$ cat config.mk
export PLATFORM = sky130hd
export DESIGN_NAME = tt_seg7_reader
export DESIGN_NICKNAME = d
export VERILOG_FILES = /design/src/rtl/tt_seg7_reader.sv
export SDC_FILE = /design/constraint.sdc
export NUM_CORES = 1
export LEC_CHECK = 0
export ABC_AREA = 1
export BUFFER_PORTS_ARGS = -buffer_cell sky130_fd_sc_hd__buf_2
export CAP_MARGIN = 20
export CORE_UTILIZATION = 50
export CTS_CLUSTER_DIAMETER = 150
export DETAILED_ROUTE_END_ITERATION = 10
export PLACE_DENSITY = 0.67
export RECOVER_POWER = 50
export SLEW_MARGIN = 20
export SYNTH_ARGS = -nofsm -noshare
export SYNTH_HDL_FRONTEND = slang
export SYNTH_SLANG_ARGS = --single-unit
$ cat constraint.sdc
create_clock -name clk -period 2.9 [get_ports clk]
set_input_delay 0.435 -clock clk [delete_from_list [all_inputs] [get_ports clk]]
set_output_delay 0.435 -clock clk [all_outputs]
set_load 0.02 [all_outputs]
$ cat src/rtl/tt_seg7_reader.sv
// tt_seg7_reader
//   Reads a 7-segment pattern arriving on input pins, waits until it has
//   been stable for STABLE_CYCLES synchronized samples, decodes it to a hex
//   digit and queues the result in a first-word fall-through FIFO that is
//   drained over a valid/ready handshake.
//
//   Optional feature macro: SEG7_READER_DP_EN
//     defined   - dp_in port exists, dp joins the stability comparison and
//                 is stored per entry and driven on out_dp.
//     undefined - no dp_in port, out_dp is constant 0.
//
// Parameters
//   STABLE_CYCLES : identical synchronized samples needed to commit (1..255)
//   FIFO_DEPTH    : digit queue entries, power of 2 (2..16)
//
// Ports
//   clk        in   clock
//   rst_n      in   asynchronous active-low reset
//   ena        in   commit enable (popping works regardless)
//   seg_in     in   segments a..g, bit0 = a
//   dp_in      in   decimal point (macro only)
//   out_valid  out  FIFO not empty
//   out_ready  in   consumer accepts head entry
//   out_digit  out  head digit
//   out_err    out  head came from an undecodable pattern
//   out_dp     out  head decimal point
//   overflow   out  sticky: a commit was dropped on a full FIFO
//   level      out  FIFO occupancy
module tt_seg7_reader #(
    parameter int STABLE_CYCLES = 4,
    parameter int FIFO_DEPTH    = 4
) (
    input  logic       clk,
    input  logic       rst_n,
    input  logic       ena,
    input  logic [6:0] seg_in,
`ifdef SEG7_READER_DP_EN
    input  logic       dp_in,
`endif
    input  logic       out_ready,
    output logic       out_valid,
    output logic [3:0] out_digit,
    output logic       out_err,
    output logic       out_dp,
    output logic       overflow,
    output logic [4:0] level
);

`ifdef SEG7_READER_DP_EN
    localparam int SW = 8;   // {dp, seg}
    localparam int EW = 6;   // {dp, err, digit}
`else
    localparam int SW = 7;   // seg
    localparam int EW = 5;   // {err, digit}
`endif
    localparam int         PW      = $clog2(FIFO_DEPTH);
    localparam logic [7:0] CNT_MAX = 8'(STABLE_CYCLES);
    localparam logic [4:0] LVL_MAX = 5'(FIFO_DEPTH);

    // Returns {err, digit}; unknown patterns decode to digit 0 with err set.
    function automatic logic [4:0] seg_decode(input logic [6:0] seg);
        logic [4:0] r;
        case (seg)
            7'h3F:   r = 5'h00;
            7'h06:   r = 5'h01;
            7'h5B:   r = 5'h02;
            7'h4F:   r = 5'h03;
            7'h66:   r = 5'h04;
            7'h6D:   r = 5'h05;
            7'h7D:   r = 5'h06;
            7'h07:   r = 5'h07;
            7'h7F:   r = 5'h08;
            7'h6F:   r = 5'h09;
            7'h77:   r = 5'h0A;
            7'h7C:   r = 5'h0B;
            7'h39:   r = 5'h0C;
            7'h5E:   r = 5'h0D;
            7'h79:   r = 5'h0E;
            7'h71:   r = 5'h0F;
            default: r = 5'h10;
        endcase
        return r;
    endfunction

    logic [SW-1:0] raw_in;
`ifdef SEG7_READER_DP_EN
    assign raw_in = {dp_in, seg_in};
`else
    assign raw_in = seg_in;
`endif

    logic [SW-1:0] sync1_q, sync1_d;
    logic [SW-1:0] sync2_q, sync2_d;
    logic [SW-1:0] cand_q, cand_d;
    logic [SW-1:0] last_q, last_d;
    logic [7:0]    cnt_q, cnt_d;
    logic [PW-1:0] wptr_q, wptr_d;
    logic [PW-1:0] rptr_q, rptr_d;
    logic [4:0]    level_q, level_d;
    logic          overflow_q, overflow_d;

    logic          reach, commit, push_req, push, pop, full, empty;
    logic [EW-1:0] entry;
    logic [EW-1:0] head;
    logic [EW-1:0] mem_q [FIFO_DEPTH];

    always_comb begin
        // Synchronizer stage
        sync1_d = raw_in;
        sync2_d = sync1_q;

        // Stability tracker stage. reach marks the edge on which cnt
        // arrives at CNT_MAX (not the cycles it merely sits saturated).
        cand_d = cand_q;
        cnt_d  = cnt_q;
        reach  = 1'b0;
        if (sync2_q != cand_q) begin
            cand_d = sync2_q;
            cnt_d  = ena ? 8'd1 : 8'd0;
            reach  = ena && (CNT_MAX == 8'd1);
        end else if (!ena) begin
            cnt_d = 8'd0;
        end else begin
            reach = (cnt_q == CNT_MAX - 8'd1);
            if (cnt_q != CNT_MAX) begin
                cnt_d = cnt_q + 8'd1;
            end
        end

        // Commit stage. A blank commit only refreshes last so that a digit
        // repeated after a blank is captured again.
        commit   = reach && (cand_d != last_q);
        last_d   = commit ? cand_d : last_q;
        push_req = commit && (cand_d[6:0] != 7'h00);
`ifdef SEG7_READER_DP_EN
        entry    = {cand_d[7], seg_decode(cand_d[6:0])};
`else
        entry    = seg_decode(cand_d[6:0]);
`endif

        // FIFO control stage. A push into a full FIFO survives only when a
        // pop frees the head slot on the same edge.
        full       = (level_q == LVL_MAX);
        empty      = (level_q == 5'd0);
        pop        = !empty && out_ready;
        push       = push_req && (!full || pop);
        overflow_d = overflow_q | (push_req && full && !pop);
        wptr_d     = push ? wptr_q + PW'(1) : wptr_q;
        rptr_d     = pop ? rptr_q + PW'(1) : rptr_q;
        case ({push, pop})
            2'b10:   level_d = level_q + 5'd1;
            2'b01:   level_d = level_q - 5'd1;
            default: level_d = level_q;
        endcase
    end

    always_ff @(posedge clk or negedge rst_n) begin
        if (!rst_n) begin
            sync1_q    <= '0;
            sync2_q    <= '0;
            cand_q     <= '0;
            last_q     <= '0;
            cnt_q      <= 8'd0;
            wptr_q     <= '0;
            rptr_q     <= '0;
            level_q    <= 5'd0;
            overflow_q <= 1'b0;
        end else begin
            sync1_q    <= sync1_d;
            sync2_q    <= sync2_d;
            cand_q     <= cand_d;
            last_q     <= last_d;
            cnt_q      <= cnt_d;
            wptr_q     <= wptr_d;
            rptr_q     <= rptr_d;
            level_q    <= level_d;
            overflow_q <= overflow_d;
        end
    end

    // Storage holds data only; validity comes from level, so no reset here.
    always_ff @(posedge clk) begin
        if (push) begin
            mem_q[wptr_q] <= entry;
        end
    end

    // Output stage: head fields are masked while empty so outputs read 0.
    assign head      = mem_q[rptr_q];
    assign out_valid = !empty;
    assign out_digit = empty ? 4'h0 : head[3:0];
    assign out_err   = !empty && head[4];
`ifdef SEG7_READER_DP_EN
    assign out_dp    = !empty && head[5];
`else
    assign out_dp    = 1'b0;
`endif
    assign overflow  = overflow_q;
    assign level     = level_q;

endmodule

==> impl_metrics.csv <==
group,metric,value,unit
synthesis,ys_warn_count,0,
detailed_routing,drtIter0Drc,135,
worst_hold_path,hp-class,"primary input to flop",
cts,numClockSinks,66,
synthesis,synth_area_leaders,"dfrtp_1 (34%), edfxtp_1 (18%), nand2_1 (7.1%), inv_1 (5.8%), nor2_1 (5.3%)",
finish,drive_gt1_share,14.1,%
cts,numCtsBuffers,9,
cts,cts_buffer_depth,2,
worst_setup_path,crit_path_end_kind,"flop",
placement,hpwl,4.34,mm
worst_setup_path,crit_type,"flop to flop",
worst_setup_path,critPathMostFrequentCell,"nand2_1",
finish,final-instance-count-excl-fill,473,
floorplanning,ios,24,
finish,fill_cells,567,
timing,maxSlewHeadroom,-56.7,%
grt,grt_pass1_wl,9.94,mm
detailed_routing,wirelength,5.74,mm
synthesis,synth_seq_cells,66,
grt,grt_start_max_net_pins,47,
cts,cts_resized,0,
floorplanning,die_x,84.5,um
timing,setup_ws,237,ps
timing,rsz0062_at_grt,"false",
cts,clockRootBuffer,"clkbuf_8",
status,violations,"design-rule violations, max-capacitance violations, max-slew violations",
synthesis,synth.cell_area,3400,um2
timing,timing.fmax,375,MHz
power,p_per_area,723,nW/um2
cts,clock_latency,340,ps
synthesis,dominantRegCellSynth,"dfrtp_1",
cts,htreeDepth,3,
timing,drv_slew,47,
detailed_routing,post_drt_wl_per_cell,12.1,um
worst_setup_path,cp_num_buf_inv,2,
status,status,"finished with violations",
cts,cts_hold_buf,0,
timing,hold_viol,0,
grt,grt-ovfl-total,0,
synthesis,synth_area_leader_cell,"dfrtp_1",
worst_setup_path,startpoint_type,"flop",
detailed_routing,vias,2377,
synthesis,yosysTopAreaCellShare,33.8,%
finish,area_growth,8.13,%
placement,dpl_cell_area,3480,um2
synthesis,async_reset_ff_share,69.7,%
grt,antenna_found_initial,0,
power,power.leakage,1.73,nW
finish,antennaDiodeCount,0,
cts,cts_setup_buffers,0,
floorplanning,die_y,84.5,um
grt,grt_use_total,18.3,%
floorplanning,initial_utilization,52.7,%
worst_setup_path,slowest_delay,560,ps
grt,grt_pass1_vias,2224,
timing,fin_crit,2660,ps
detailed_routing,vias_per_cell,5.03,
detailed_routing,drc,4,
run,maxCapViolCount,1,
worst_setup_path,cp_top_family,"simple AND/OR/NAND/NOR gates",
finish,final_cell_area,3680,um2
synthesis,yosysSeqAreaShare,51.5,%
worst_setup_path,required,3140,ps
synthesis,netlist-cell-type-count,42,
timing,finalSetupTns,0,ps
floorplanning,num_rows,29,
floorplanning,die_area,7140,um2
detailed_routing,first_pass_iters,8,
synthesis,syn_area_per_cell,9.02,um2
worst_setup_path,slowest_stage,"dfrtp_1",
finish,nets,412,
worst_setup_path,cp.arrival,2900,ps
worst_setup_path,cp_cell_sequence,"inv_1 > nand2_1 > nand2_1 > nor2_2 > nand2_2 > nor2_4 > nand4_1 > nand2_2 > inv_1 > ha_1 > a21o_1 > a31oi_1 > nand3_1 > nand2_1 > nand2_1 > nand2_1 > nand2_1",
synthesis,synth_edf_count,20,
cts,cts_tree,"built",
placement,pre_cts_ws,252,ps
worst_setup_path,path_max_fanout,12,
timing,clock_skew,8.40,ps
synthesis,synth_cells,377,
floorplanning,design.core.area,6460,um2
timing,worst_pin_slew,2350,ps
power,design_power_total,2.66,mW
placement,gp_congestion,0.891,
timing,setup_viol,0,
cts,clk_pin_slew,70,ps
synthesis,syn_nets,398,
placement,placed_cells,457,
detailed_routing,ant_nets,0,
timing,fin_crit_sh,91.8,%
placement,numPortBuffers,22,
power,peakVddDrop,0.348,mV
cells by family (layout without fill, tap and decap cells):
| logic type | after synthesis | in the layout | synth area share, % |
|---|---|---|---|
| and+or+nand+nor | 168 | 168 | 23.7 |
| other | 1 | 1 | 0.110 |
| adders and majority gates | 10 | 10 | 3.90 |
| AOI/OAI and AO/OA | 44 | 44 | 7.17 |
| buffers and inverters | 78 | 97 | 10.6 |
| xor gates and xnor gates | 10 | 10 | 3.02 |
| DFF | 66 | 66 | 51.5 |
sequential cells by signal (all words and copies together) (netlist names):
signal,count
cand_q,7
last_q,7
cnt_q,8
level,5
wptr_q,2
mem_q,20
sync2_q,7
sync1_q,7
overflow,1
rptr_q,2
final cells by class:
class / count / area (um2) / share of cell area, %
sequential: 66 / 1750 / 47.6
multi-input combinational: 233 / 1290 / 35.0
inverter: 59 / 229 / 6.22
clock buffer: 10 / 128 / 3.47
timing repair buffer: 22 / 104 / 2.82
tap: 77 / 96.3 / 2.62
clock inverter: 6 / 81.3 / 2.21
path summary, 6_finish.rpt:
kind	start	to	slack, ps	depth (start not counted)
max	sync2_q[6]$_DFF_PN0_	level[4]$_DFFE_PN0P_	240	17
min	seg_in[4]	sync1_q[4]$_DFF_PN0_	200	1
max reg2reg	sync2_q[6]$_DFF_PN0_	level[4]$_DFFE_PN0P_	240	17
min reg2reg	sync1_q[3]$_DFF_PN0_	sync2_q[3]$_DFF_PN0_	350	0
max in group asynchronous	rst_n	cand_q[1]$_DFF_PN0_	750	1
min in group asynchronous	rst_n	level[1]$_DFFE_PN0P_	800	1
metrics by stage:
stage	util [%]	hold slack, ps
detailed placement	53.8	340
CTS	57.1	183
floorplan	-	139
global route	57.0	179
global placement	53.8	333
finish	57.0	200
layer usage:
| metal | global-route usage [%] | up-vias | share of wire, % |
|---|---|---|---|
| met2 | 29.4 | 62 | 48 |
| met3 | 4.52 | 14 | 4.2 |
| met5 | 0 | - | 0 |
| met1 | 22.6 | 1079 | 46 |
| met4 | 10.2 | 0 | 2.6 |
| li1 | - | 1222 | - |
power breakdown:
| part | switching, mW | internal [mW] | leakage (nW) |
|---|---|---|---|
| clock network | 0.333 | 0.478 | 0.104 |
| registers | 0.0990 | 1.03 | 0.740 |
| logic | 0.460 | 0.261 | 0.888 |
cells in the final DEF (no fill, tap or decap), types with 2 or more instances in the layout:
master / instances
nand2_4: 2
clkinv_2: 2
clkbuf_8: 9
a31oi_1: 3
o21bai_1: 2
xor2_1: 5
edfxtp_1: 20
bufinv_16: 2
nor3b_1: 2
inv_1: 53
o21ai_0: 18
nor3_4: 2
nand2_1: 64
nor2_1: 48
nand2_2: 5
nor4_1: 3
o21ai_1: 3
ha_1: 9
dfrtp_1: 46
nand4_1: 6
inv_2: 3
clkbuf_1: 6
inv_4: 3
nor3_1: 11
xnor2_1: 3
buf_2: 17
a21oi_1: 13
nor2_2: 3
nand3_1: 17
cells in the mapped netlist, types with 2 or more instances:
| cell type | number |
|---|---|
| inv_4 | 3 |
| nand2_2 | 5 |
| nor3b_1 | 2 |
| clkbuf_1 | 9 |
| o21ai_0 | 18 |
| nor2_2 | 3 |
| inv_1 | 53 |
| o21bai_1 | 2 |
| ha_1 | 9 |
| nor4_1 | 3 |
| xnor2_1 | 3 |
| edfxtp_1 | 20 |
| inv_2 | 3 |
| buf_6 | 6 |
| nand3_1 | 17 |
| nor3_4 | 2 |
| o21ai_1 | 3 |
| buf_4 | 3 |
| xor2_1 | 5 |
| dfrtp_1 | 46 |
| a21oi_1 | 13 |
| nand2_4 | 2 |
| nor2_1 | 48 |
| a31oi_1 | 3 |
| nor3_1 | 11 |
| nand2_1 | 64 |
| nand4_1 | 6 |
No activity file was read; power rests on OpenSTA's default activity.
